===== src/rtl/mul_pkg.sv =====
// mul_pkg: shared types and helpers for the sequential multiplier controller.
//   mul_op_e    : RISC-V style multiply opcode (in_op encoding)
//   mul_state_e : controller FSM state (also exported on dbg_state)
//   op_ext_sgn  : per-operand sign-extension selection for an opcode
//   ext33       : widen a 32-bit operand to the 33-bit multiplier operand
//   pick_word   : select the result word of the 64-bit product for an opcode
package mul_pkg;

  localparam int XLEN  = 32;
  localparam int OPW   = XLEN + 1;
  localparam int PRODW = 2 * XLEN;

  typedef enum logic [1:0] {
    OP_MUL    = 2'b00,
    OP_MULH   = 2'b01,
    OP_MULHSU = 2'b10,
    OP_MULHU  = 2'b11
  } mul_op_e;

  typedef enum logic [1:0] {
    IDLE  = 2'b00,
    CALC  = 2'b01,
    RESP  = 2'b10,
    ABORT = 2'b11
  } mul_state_e;

  // Returns {a_signed, b_signed}.
  function automatic logic [1:0] op_ext_sgn(input mul_op_e op);
    case (op)
      OP_MUL, OP_MULH: return 2'b11;
      OP_MULHSU:       return 2'b10;
      default:         return 2'b00;
    endcase
  endfunction

  function automatic logic [OPW-1:0] ext33(input logic [XLEN-1:0] v, input logic sgn);
    return {sgn & v[XLEN-1], v};
  endfunction

  function automatic logic [XLEN-1:0] pick_word(input mul_op_e op, input logic [PRODW-1:0] p);
    return (op == OP_MUL) ? p[XLEN-1:0] : p[PRODW-1:XLEN];
  endfunction

endpackage


===== src/rtl/mul_result_cache.sv =====
// mul_result_cache: single-entry last-product cache keyed on the extended
// multiplier operands. Only instantiated when MUL_RESULT_CACHE_EN is defined.
//   clk, rst         : clock, asynchronous active-high reset (invalidates)
//   clr_i            : invalidate the entry
//   wr_i             : store {wr_ai_i, wr_bi_i, wr_r_i} and mark valid
//   lk_ai_i, lk_bi_i : lookup key (extended operands of the offered op)
//   hit_o, r_o       : entry valid and key matches; cached 64-bit product
module mul_result_cache
  import mul_pkg::*;
(
  input  logic             clk,
  input  logic             rst,
  input  logic             clr_i,
  input  logic             wr_i,
  input  logic [OPW-1:0]   wr_ai_i,
  input  logic [OPW-1:0]   wr_bi_i,
  input  logic [PRODW-1:0] wr_r_i,
  input  logic [OPW-1:0]   lk_ai_i,
  input  logic [OPW-1:0]   lk_bi_i,
  output logic             hit_o,
  output logic [PRODW-1:0] r_o
);

  logic             valid_q;
  logic [OPW-1:0]   ai_q;
  logic [OPW-1:0]   bi_q;
  logic [PRODW-1:0] r_q;

  always_ff @(posedge clk or posedge rst) begin
    if (rst) begin
      valid_q <= 1'b0;
      ai_q    <= '0;
      bi_q    <= '0;
      r_q     <= '0;
    end else if (clr_i) begin
      valid_q <= 1'b0;
    end else if (wr_i) begin
      valid_q <= 1'b1;
      ai_q    <= wr_ai_i;
      bi_q    <= wr_bi_i;
      r_q     <= wr_r_i;
    end
  end

  assign hit_o = valid_q && (ai_q == lk_ai_i) && (bi_q == lk_bi_i);
  assign r_o   = r_q;

endmodule


===== src/rtl/mul_seq_ctrl.sv =====
// mul_seq_ctrl: controller sequencing one multiply at a time through an
// external multi-cycle 33x33 signed multiplier.
// Optional feature: define MUL_RESULT_CACHE_EN to add a last-product cache that
// lets an operation with identical extended operands skip the multiplier.
// Ports:
//   clk, rst                     : clock, asynchronous active-high reset
//   in_valid/in_ready            : operation request handshake
//   in_op, in_a, in_b, in_tag    : opcode, operands, destination tag
//   out_valid/out_ready          : result handshake; out_data, out_tag
//   flush                        : discard the in-flight operation
//   m_ai, m_bi                   : extended operands to the multiplier
//   m_req, m_r, m_rdy, m_rst_n   : multiplier request, product, done, reset
//   busy                         : controller not idle
//   dbg_state                    : current FSM state (mul_state_e encoding)
// Handshakes: a transfer happens on a rising edge where valid && ready; once
// out_valid is raised, out_data/out_tag stay stable until that transfer (or a
// flush, which withdraws the result).
module mul_seq_ctrl
  import mul_pkg::*;
#(
  parameter int TAG_W = 5
) (
  input  logic             clk,
  input  logic             rst,
  input  logic             in_valid,
  output logic             in_ready,
  input  logic [1:0]       in_op,
  input  logic [31:0]      in_a,
  input  logic [31:0]      in_b,
  input  logic [TAG_W-1:0] in_tag,
  output logic             out_valid,
  input  logic             out_ready,
  output logic [31:0]      out_data,
  output logic [TAG_W-1:0] out_tag,
  input  logic             flush,
  output logic [32:0]      m_ai,
  output logic [32:0]      m_bi,
  output logic             m_req,
  input  logic [63:0]      m_r,
  input  logic             m_rdy,
  output logic             m_rst_n,
  output logic             busy,
  output logic [1:0]       dbg_state
);

  mul_state_e       state_q, state_d;
  logic [OPW-1:0]   ai_q, bi_q;
  mul_op_e          op_q;
  logic [TAG_W-1:0] tag_q;
  logic [XLEN-1:0]  data_q;

  mul_op_e          in_op_e;
  logic [1:0]       sgn;
  logic [OPW-1:0]   ext_a, ext_b;
  logic             accept;
  logic             calc_done;
  logic             abort_done;
  logic             hit;
  logic [PRODW-1:0] hit_r;

  always_comb begin
    in_op_e = mul_op_e'(in_op);
    sgn     = op_ext_sgn(in_op_e);
    ext_a   = ext33(in_a, sgn[1]);
    ext_b   = ext33(in_b, sgn[0]);
  end

  assign accept     = in_valid && in_ready;
  assign calc_done  = (state_q == CALC) && m_rdy && !flush;
  assign abort_done = (state_q == ABORT) && m_rdy;

`ifdef MUL_RESULT_CACHE_EN
  mul_result_cache u_cache (
    .clk     (clk),
    .rst     (rst),
    .clr_i   (flush || abort_done),
    .wr_i    (calc_done),
    .wr_ai_i (ai_q),
    .wr_bi_i (bi_q),
    .wr_r_i  (m_r),
    .lk_ai_i (ext_a),
    .lk_bi_i (ext_b),
    .hit_o   (hit),
    .r_o     (hit_r)
  );
`else
  assign hit   = 1'b0;
  assign hit_r = '0;
`endif

  // State register
  always_ff @(posedge clk or posedge rst) begin
    if (rst) state_q <= IDLE;
    else     state_q <= state_d;
  end

  // Next-state logic
  always_comb begin
    state_d = state_q;
    case (state_q)
      IDLE:  if (accept) state_d = hit ? RESP : CALC;
      CALC: begin
        // flush coinciding with m_rdy: the multiplier handshake is already
        // complete, so there is nothing left to drain -- go straight home.
        if (m_rdy)      state_d = flush ? IDLE : RESP;
        else if (flush) state_d = ABORT;
      end
      RESP:  if (flush || out_ready) state_d = IDLE;
      ABORT: if (m_rdy) state_d = IDLE;
      default: state_d = IDLE;
    endcase
  end

  // Output logic
  always_comb begin
    in_ready  = (state_q == IDLE) && !flush;
    out_valid = (state_q == RESP);
    m_req     = (state_q == CALC) || (state_q == ABORT);
    busy      = (state_q != IDLE);
    dbg_state = state_q;
  end

  // Operand/result registers. Operands are only loaded on accept, so they stay
  // stable through CALC/ABORT as the multiplier requires.
  always_ff @(posedge clk or posedge rst) begin
    if (rst) begin
      ai_q   <= '0;
      bi_q   <= '0;
      op_q   <= OP_MUL;
      tag_q  <= '0;
      data_q <= '0;
    end else if (accept) begin
      ai_q  <= ext_a;
      bi_q  <= ext_b;
      op_q  <= in_op_e;
      tag_q <= in_tag;
      if (hit) data_q <= pick_word(in_op_e, hit_r);
    end else if (calc_done) begin
      data_q <= pick_word(op_q, m_r);
    end
  end

  assign m_ai     = ai_q;
  assign m_bi     = bi_q;
  assign out_data = data_q;
  assign out_tag  = tag_q;
  assign m_rst_n  = !rst;

endmodule


===== config.mk =====
export PLATFORM = sky130hd
export DESIGN_NAME = mul_seq_ctrl
export DESIGN_NICKNAME = d
export VERILOG_FILES = /design/src/rtl/mul_pkg.sv /design/src/rtl/mul_result_cache.sv /design/src/rtl/mul_seq_ctrl.sv
export SDC_FILE = /design/constraint.sdc
export NUM_CORES = 1
export LEC_CHECK = 0
export BUFFER_PORTS_ARGS = -buffer_cell sky130_fd_sc_hd__buf_2
export CAP_MARGIN = 20
export CELL_PAD_IN_SITES_DETAIL_PLACEMENT = 1
export CELL_PAD_IN_SITES_GLOBAL_PLACEMENT = 1
export CORE_MARGIN = 5
export CORE_UTILIZATION = 31
export CTS_CLUSTER_SIZE = 28
export DETAILED_ROUTE_END_ITERATION = 8
export PLACE_DENSITY_LB_ADDON = 0.1
export SYNTH_ARGS = -nofsm -noshare
export SYNTH_HDL_FRONTEND = slang
export SYNTH_SLANG_ARGS = --single-unit

===== constraint.sdc =====
create_clock -name clk -period 3.1 [get_ports clk]
set_input_delay 0.31 -clock clk [delete_from_list [all_inputs] [get_ports clk]]
set_output_delay 0.31 -clock clk [all_outputs]
set_load 0.05 [all_outputs]

==> results.cfg <==
[status]
status = finished clean

[cells_and_area]
areaGrowthSynthToFinish_pct = 36.6
n_antenna_cell = 0
register_area_um2 = 2680
nets = 701
fin_area_um2 = 6330
n_fill_cell = 1620
multi_input_area_um2 = 1770
drive_above_1_share = 0.621

[detailed_routing]
vias_per_cell = 4.42
drc_errors = 0
initialDrtViolationCount = 102
postRouteAntennaNets = 0
drt-wirelength-per-cell_um = 17.2
drtPass1Iterations = 4
via_count = 3307
wl_um = 12800

[clock_tree]
cts.sink_count = 107
post_cts_buffers = 0
postCtsHoldBufs = 0
clockBufferDepth = 2
htree_levels = 3
cts_root_buf = clkbuf_16
clk_latency_ns = 0.35
numCtsBuffers = 9
cts_resized = 0
clk_pin_slew_worst_paths_ns = 0.07
cts_tree = done

[power]
power-per-cell-area_nw_per_um2 = 1090
ir_worst_vdd_uv = 618
leakagePower_nw = 3.17

[grt]
first_global_vias = 3694
antenna_found_initial = 0
grt_pass1_wl_um = 20500
grt_overflow = 0
grt_max_degree = 108
grt_usage = 0.146

[sta]
tightest_slew_ns = 0.600
period_needed_ns = 2.01
finalSetupTns_ns = 0
finalSetupViolCount = 0
finClkSkew_ns = 0.00596
max_freq_mhz = 498
slew_violations = 0
hold_viol_final = 0
timing.final.crit_share = 0.648
rsz0062_at_grt = no
slew_headroom = 0.600
setup_ws_ns = 1.09

[synth]
syn_nets = 453
synth_compound_area_frac = 0.0383
yosys.area_share.adder = 0
ys_ff_latch = 107
synth_top_family_by_area = multiplexers
synth_cell_type_count = 23
yosysWarnings = 0
synth-simple-area-share = 0.0453
synth_area_per_cell_um2 = 14.9
yosysSeqAreaShare = 0.578
synth-xor-area-share = 0
synth_area_um2 = 4640
synth.area.mux_share = 0.294
netlist_instances = 312

[setup_path]
arrival_ns = 2.24
timing.rr.start = dbg_state[1]
cp-start-kind = flop
cp_max_fo = 29
reg2reg_slack_ns = 1.09
path_class = reg -> reg
r2r-end = m_ai[11]
required_ns = 3.33
crit_path_end_kind = flop
r2r_cells = 4

[min_path]
hold_path_class = in -> async

[placed_design]
portBuffers = 250
place.gp.congestion = 0.713
dpl.hpwl_um = 9910
post_dp_cell_area_um2 = 6010
dpl_worst_slack_ns = 1.09

[floorplan]
io-pin-count = 251
floorplan.initialDensity = 0.318
die_area_um2 = 17500
die_w_um = 132
core-area_um2 = 14600
rows = 44
die_h_um = 132

[flow_run]
drv_cap = 0
-- layer usage --
layer,track usage,share of wire,wire length [µm]
met4,0.0271,0.0079,102
met3,0.0782,0.11,1370
met5,0,0,0
met2,0.233,0.48,6130
met1,0.176,0.41,5240
-- power breakdown --
part	switching, mW	total, mW	internal (mW)
Sequential	0.270	2.17	1.90
Combinational	2.47	3.46	0.986
Clock	0.513	1.24	0.731
-- how the worst max path moves through the flow --
| stage | start | endpoint | cells past startpoint |
|---|---|---|---|
| floorplan | dbg_state[1] | m_ai[0] | 5 |
| global placement | dbg_state[1] | m_bi[11] | 4 |
| detailed placement | dbg_state[1] | m_bi[18] | 4 |
| CTS | dbg_state[1] | m_ai[11] | 4 |
| global route | dbg_state[1] | m_ai[2] | 4 |
| finish | dbg_state[1] | m_ai[11] | 4 |
-- state kept, by name (all words and copies together) (netlist names) --
signal / cells
m_ai: 33
m_bi: 33
out_data: 32
out_tag: 5
dbg_state: 2
op_q: 2
-- final cells by class --
| type | count | area share |
|---|---|---|
| Inverter | 1 | 0.00119 |
| Timing Repair Buffer | 256 | 0.209 |
| Multi-Input combinational cell | 185 | 0.280 |
| Tap cell | 184 | 0.0363 |
| Sequential cell | 107 | 0.423 |
| Clock buffer | 10 | 0.0377 |
| Clock inverter | 5 | 0.0136 |
-- cell families (layout without fill, tap and decap cells) --
group / after synthesis / after routing
flip-flops: 107 / 107
buffers and inverters: 20 / 272
multiplexers: 105 / 105
AND/OR/NAND/NOR: 45 / 45
AO/OA/AOI/OAI: 35 / 35
-- cell usage after synthesis --
| cell | instances | area [µm²] |
|---|---|---|
| nand2_1 | 1 | 3.75 |
| a21boi_0 | 1 | 7.51 |
| nor2_2 | 1 | 6.26 |
| buf_12 | 7 | 140 |
| mux2_2 | 14 | 158 |
| nor3_1 | 1 | 5.00 |
| o21ai_0 | 2 | 10.0 |
| nor3_2 | 1 | 10.0 |
| or2_1 | 1 | 6.26 |
| and2_4 | 1 | 8.76 |
| inv_1 | 1 | 3.75 |
| nor4bb_1 | 1 | 10.0 |
| nor3b_1 | 1 | 7.51 |
| nor2b_1 | 3 | 18.8 |
| dfrtp_1 | 107 | 2680 |
| buf_2 | 11 | 55.1 |
| mux2i_1 | 32 | 320 |
| or2_2 | 1 | 6.26 |
| a21oi_1 | 32 | 160 |
| nor2_1 | 32 | 120 |
| buf_4 | 1 | 7.51 |
| mux2_4 | 59 | 886 |
| and2b_1 | 1 | 7.51 |
-- placed cells by master, fill, tap and decap left out, drive strengths merged, types with 2 or more instances in the layout --
cell	count
clkbuf	10
mux2	73
dfrtp	107
nor2	33
buf	256
or2	2
bufinv	2
a21oi	32
nor2b	3
mux2i	32
o21ai	2
nor3	2
clkinvlp	3
-- critical path: stages, from the launching register on --
cell and delay (ns):
dfrtp_1 0.48, nor3_2 0.23, and2_4 0.48, buf_4 0.36, mux2_4 0.33
-- per-stage QoR --
stage,power (mW),std cells,utilization,hold WS (ns)
2_1_floorplan,4.85,312,-,0.458
3_3_place_gp,5.65,733,0.412,0.488
3_5_place_dp,5.70,733,0.412,0.490
4_1_cts,6.99,748,0.434,0.167
5_1_grt,7.21,748,0.434,0.162
6_report,6.87,748,0.434,0.174
(Power assumes the default switching activity.)
